### src/rtl/vga_write_arbiter.sv
// Round-robin burst arbiter sharing one VGA adapter write port between N_REQ pixel renderers.
// A grant lasts a whole burst; a watchdog reclaims the port from a silent grantee.
module vga_write_arbiter #(
    parameter int N_REQ   = 4,
    parameter int X_W     = 9,
    parameter int Y_W     = 8,
    parameter int C_W     = 3,
    parameter int TIMEOUT = 1024
) (
    input  logic                 clk,
    input  logic                 resetn,
    input  logic [N_REQ-1:0]     req,
    input  logic [N_REQ-1:0]     done,
    input  logic [N_REQ-1:0]     in_we,
    input  logic [N_REQ*X_W-1:0] in_x,
    input  logic [N_REQ*Y_W-1:0] in_y,
    input  logic [N_REQ*C_W-1:0] in_colour,
    output logic [N_REQ-1:0]     grant,
    output logic [X_W-1:0]       x,
    output logic [Y_W-1:0]       y,
    output logic [C_W-1:0]       colour,
    output logic                 writeEn,
    output logic                 busy,
    output logic                 drop_err,
    output logic                 timeout_err
);
    localparam int IDX_W = $clog2(N_REQ);
    localparam int WD_W  = $clog2(TIMEOUT);
    localparam logic [WD_W-1:0]  WD_LAST  = WD_W'(TIMEOUT - 1);
    localparam logic [IDX_W-1:0] IDX_LAST = IDX_W'(N_REQ - 1);

    typedef enum logic [0:0] {IDLE = 1'b0, BURST = 1'b1} state_t;

    function automatic logic [N_REQ-1:0] onehot(input logic [IDX_W-1:0] idx);
        return {{(N_REQ-1){1'b0}}, 1'b1} << idx;
    endfunction

    state_t           state_r;
    logic [N_REQ-1:0] grant_r;
    logic [IDX_W-1:0] last_r;
    logic [IDX_W-1:0] g_idx_r;
    logic [WD_W-1:0]  wd_r;
    logic [X_W-1:0]   x_r;
    logic [Y_W-1:0]   y_r;
    logic [C_W-1:0]   colour_r;
    logic             we_r;
    logic             busy_r;
    logic             drop_err_r;
    logic             timeout_err_r;

    logic [IDX_W-1:0] winner_s;
    logic [IDX_W-1:0] cand_s;
    logic             found_s;
    logic             g_we_s;
    logic             g_done_s;
    logic [X_W-1:0]   g_x_s;
    logic [Y_W-1:0]   g_y_s;
    logic [C_W-1:0]   g_colour_s;
    logic             stray_s;

    // Round-robin winner: first asserted req scanning from last_r+1 upward, wrapping.
    always_comb begin
        winner_s = last_r;
        cand_s   = last_r;
        found_s  = 1'b0;
        for (int i = 1; i <= N_REQ; i++) begin
            cand_s = IDX_W'((int'(last_r) + i) % N_REQ);
            if (!found_s && req[cand_s]) begin
                winner_s = cand_s;
                found_s  = 1'b1;
            end else begin
                winner_s = winner_s;
            end
        end
    end

    assign g_we_s     = in_we[g_idx_r];
    assign g_done_s   = done[g_idx_r];
    assign g_x_s      = in_x[int'(g_idx_r)*X_W +: X_W];
    assign g_y_s      = in_y[int'(g_idx_r)*Y_W +: Y_W];
    assign g_colour_s = in_colour[int'(g_idx_r)*C_W +: C_W];
    // grant_r is zero in IDLE, so any pixel offered there counts as stray.
    assign stray_s    = |(in_we & ~grant_r);

    // Arbitration FSM, pixel pass-through register, watchdog and sticky error flags.
    always_ff @(posedge clk or negedge resetn) begin
        if (!resetn) begin
            state_r       <= IDLE;
            grant_r       <= '0;
            last_r        <= IDX_LAST;
            g_idx_r       <= '0;
            wd_r          <= '0;
            x_r           <= '0;
            y_r           <= '0;
            colour_r      <= '0;
            we_r          <= 1'b0;
            busy_r        <= 1'b0;
            drop_err_r    <= 1'b0;
            timeout_err_r <= 1'b0;
        end else begin
            if (stray_s) begin
                drop_err_r <= 1'b1;
            end else begin
                drop_err_r <= drop_err_r;
            end
            case (state_r)
                IDLE: begin
                    we_r <= 1'b0;
                    wd_r <= '0;
                    if (found_s) begin
                        state_r <= BURST;
                        grant_r <= onehot(winner_s);
                        last_r  <= winner_s;
                        g_idx_r <= winner_s;
                        busy_r  <= 1'b1;
                    end else begin
                        grant_r <= '0;
                        busy_r  <= 1'b0;
                    end
                end
                BURST: begin
                    if (g_we_s) begin
                        we_r     <= 1'b1;
                        x_r      <= g_x_s;
                        y_r      <= g_y_s;
                        colour_r <= g_colour_s;
                    end else begin
                        we_r <= 1'b0;
                    end
                    // done wins over the watchdog; any pixel from the grantee rearms it.
                    if (g_done_s) begin
                        state_r <= IDLE;
                        grant_r <= '0;
                        busy_r  <= 1'b0;
                        wd_r    <= '0;
                    end else if (g_we_s) begin
                        wd_r <= '0;
                    end else if (wd_r == WD_LAST) begin
                        state_r       <= IDLE;
                        grant_r       <= '0;
                        busy_r        <= 1'b0;
                        wd_r          <= '0;
                        timeout_err_r <= 1'b1;
                    end else begin
                        wd_r <= wd_r + WD_W'(1);
                    end
                end
                default: begin
                    state_r <= IDLE;
                    grant_r <= '0;
                    busy_r  <= 1'b0;
                    we_r    <= 1'b0;
                    wd_r    <= '0;
                end
            endcase
        end
    end

    assign grant       = grant_r;
    assign x           = x_r;
    assign y           = y_r;
    assign colour      = colour_r;
    assign writeEn     = we_r;
    assign busy        = busy_r;
    assign drop_err    = drop_err_r;
    assign timeout_err = timeout_err_r;
endmodule

### config.mk
export PLATFORM = sky130hd
export DESIGN_NAME = vga_write_arbiter
export DESIGN_NICKNAME = d
export VERILOG_FILES = /design/src/rtl/vga_write_arbiter.sv
export SDC_FILE = /design/constraint.sdc
export NUM_CORES = 1
export LEC_CHECK = 0
export ABC_AREA = 1
export CORE_UTILIZATION = 43
export CTS_BUF_LIST = sky130_fd_sc_hd__clkbuf_2 sky130_fd_sc_hd__clkbuf_4 sky130_fd_sc_hd__clkbuf_8
export DETAILED_ROUTE_END_ITERATION = 10
export HOLD_SLACK_MARGIN = 0.12
export PLACE_DENSITY = 0.8
export SYNTH_ARGS = -nofsm -noshare
export SYNTH_HDL_FRONTEND = slang
export SYNTH_SLANG_ARGS = --single-unit
### constraint.sdc
create_clock -name clk -period 2.24 [get_ports clk]
set_input_delay 0.336 -clock clk [delete_from_list [all_inputs] [get_ports clk]]
set_output_delay 0.336 -clock clk [all_outputs]
set_load 0.005 [all_outputs]
==> impl_metrics.csv <==
group,metric,value,unit
clock_network,cts-root-buf,"clkbuf_8",
sta,fin_crit_sh,86.90,%
setup_path,crit_start,"g_idx_r[1]",
sta,report.final.slew_viol_count,0,
floorplan,initial_core_util,45.29,%
logic_synthesis,ys_warn_count,0,
cells_and_area,diodes,0,
drt,wl_per_cell,13.09,um
drt,drc,0,
cells_and_area,drive_gt1_share,11.29,%
placed_design,placed_cell_area,4000,um2
sta,tns,0,ns
cells_and_area,final_common_cell,"clkdlybuf4s50_1",
setup_path,cp.arrival,2.17,ns
sta,timing.final.hold_violations,0,
global_route,grt_max_degree,29,
logic_synthesis,synthSimpleGateAreaFrac,36.04,%
pwr,finalPower,0.004827,W
sta,relSlewSlack,56.38,%
logic_synthesis,netlist_instances,386,
placed_design,gp_congestion,0.8359,
setup_path,startpoint_type,"flip-flop",
cells_and_area,layout_common_cells,"clkdlybuf4s50_1 (120), nand2_1 (115), nor2_1 (51), o21ai_0 (44), dfrtp_1 (41)",
setup_path,path_max_fanout,20,
drt,vias,2958,
setup_path,cp.required,2.46,ns
logic_synthesis,syn_area,2729,um2
placed_design,dp.cells,571,
setup_path,criticalPathCategory,"flip-flop to flip-flop",
floorplan,rows,28,
flow_run,maxCapViolCount,0,
clock_network,cts_buffers,5,
placed_design,place_hpwl,5735,um
logic_synthesis,synth_area_per_cell,7.070,um2
cells_and_area,area_delta_synth_final,50.21,%
sta,timing.final.crit_period,1.947,ns
clock_network,clk_latency,0.29,ns
floorplan,coreArea,6026,um2
clock_network,cts-resized-gates,0,
setup_path,rr_startpoint,"g_idx_r[1]",
floorplan,dieHeight,81.67,um
logic_synthesis,synth-xor-area-share,1.926,%
logic_synthesis,synthAdderAreaFrac,0.4585,%
logic_synthesis,syn-num-nets,481,
global_route,grt_pass1_wl,11830,um
logic_synthesis,synth_top_family_by_area,"simple AND/OR/NAND/NOR gates",
pwr,powerDensity,1178,nW/um2
sta,fin_skew,0.006128,ns
clock_network,clockBufferDepth,2,
clock_network,cts_tree,"built",
sta,setup_viol,0,
clock_network,clock_sinks,43,
global_route,grt_pass1_vias,2742,
floorplan,die-area,6669,um2
drt,routed_wl,7594,um
setup_path,endpoint_kind,"flip-flop",
drt,drt_first_pass_iters,4,
drt,viasPerCell,5.100,
cells_and_area,post-route-cell-area,4099,um2
clock_network,h-tree-depth,2,
logic_synthesis,synth_cell_types,33,
drt,drtAntennaViolNets,0,
sta,worst_pin_slew,0.6536,ns
logic_synthesis,synth.area.mux_share,0,%
drt,first_iter_violations,133,
outcome,status,"finished clean",
global_route,grt_usage,23.07,%
pwr,vdd_drop_max,0.0008131,V
logic_synthesis,seq_area_frac_synth,39.52,%
logic_synthesis,synth_compound_area_share,15.04,%
sta,max_freq,513.7,MHz
global_route,grt-ovfl-total,0,
cells_and_area,fin_nets,599,
worst_hold_path,min_from,"x[6]",
pwr,p_leak,1.846,nW
sta,grt_setup_unrepaired,"false",
clock_network,clk_pin_slew,0.08,ns
floorplan,die_x,81.67,um
logic_synthesis,ys_ff_latch,43,
worst_hold_path,min_path_type,"flip-flop to flip-flop",
placed_design,port_buffers,121,
global_route,antenna_found_initial,0,
floorplan,io_pins,122,
cells_and_area,final_cells,580,
where the power goes:
group          leakage (nW)  internal (W)  switching, W
clock network        0.0446      0.000230      0.000247
logic                  1.26       0.00128       0.00173
registers             0.545       0.00108      0.000260
layout make-up:
cell class / instances / area [um2]
repair buffers: 130 / 1276
multi-input cells: 300 / 1459
well taps: 75 / 93.84
clock buffers: 6 / 76.32
flip-flops and latches: 43 / 1079
fillers: 528 / 1927
inverters: 24 / 102.6
clock inverters: 2 / 12.51
state kept, by name, summed over array words and instances, names as in the netlist:
| register | flops |
|---|---|
| drop_err | 1 |
| writeEn | 1 |
| wd_r | 10 |
| g_idx_r | 2 |
| colour | 3 |
| grant | 4 |
| x | 9 |
| busy | 1 |
| last_r | 2 |
| timeout_err | 1 |
| state_r | 1 |
| y | 8 |
synth_stat cells, drive strengths merged:
cell	instances	area, um2
nor2	58	240.2
clkbuf	10	37.54
dfrtp	41	1026
dfstp	2	52.55
o22ai	20	125.1
nand3	20	117.6
o21ai	46	237.7
a21oi	2	10.01
nand4	3	18.77
o21bai	2	15.01
nor3	2	10.01
ha	1	12.51
inv	24	102.6
o221ai	1	8.760
a211oi	1	7.510
a31oi	1	6.260
buf	9	51.30
xor2	6	52.55
nor3b	2	25.02
nand2	135	571.8
per-stage QoR:
step,util [%],hold slack (ns),worst slack (ns)
after detailed placement,66.38,0.2926,0.2697
after global placement,66.38,0.2837,0.3672
after CTS,68.02,0.4765,0.2555
final,68.02,0.4725,0.2935
after floorplan,-,0.04041,0.6809
after global routing,68.02,0.5022,0.001973
layer usage:
metal | GRT usage (%) | wire length [um]
met1 | 25.21 | 3208
met4 | 5.965 | 68
met2 | 44.17 | 3715
met5 | 0 | 0
met3 | 5.444 | 601
cells by family (layout without fill, tap and decap cells):
kind of cell	after synthesis	count (layout)
AND/OR/NAND/NOR	220	220
AO/OA/AOI/OAI	73	73
XOR/XNOR	6	6
adder cells (fa/ha/maj)	1	1
flip-flops	43	43
buffers and inverters	43	162
final timing paths:
path	end	slack, ns	depth (start not counted)
min reg2reg	x[6]	0.47	2
min in group asynchronous	colour[1]	0.52	2
max	y[1]	0.29	8
min	x[6]	0.47	2
max reg2reg	y[1]	0.29	8
max in group asynchronous	last_r[1]	1.01	3
what timing repair did:
item,in CTS,in global routing
hold buffers,1,0
buffers inserted,0,0
endpoints found under the hold margin,18,0
critical path: stages (launching register included):
cell	delay (ns)
dfrtp_1	0.67
inv_1	0.12
a21oi_1	0.14
o21ai_0	0.09
nand2_1	0.12
nor2_2	0.05
inv_1	0.48
nand2_1	0.13
nand2_1	0.08
Note: power is estimated with default switching activity, not from simulation.
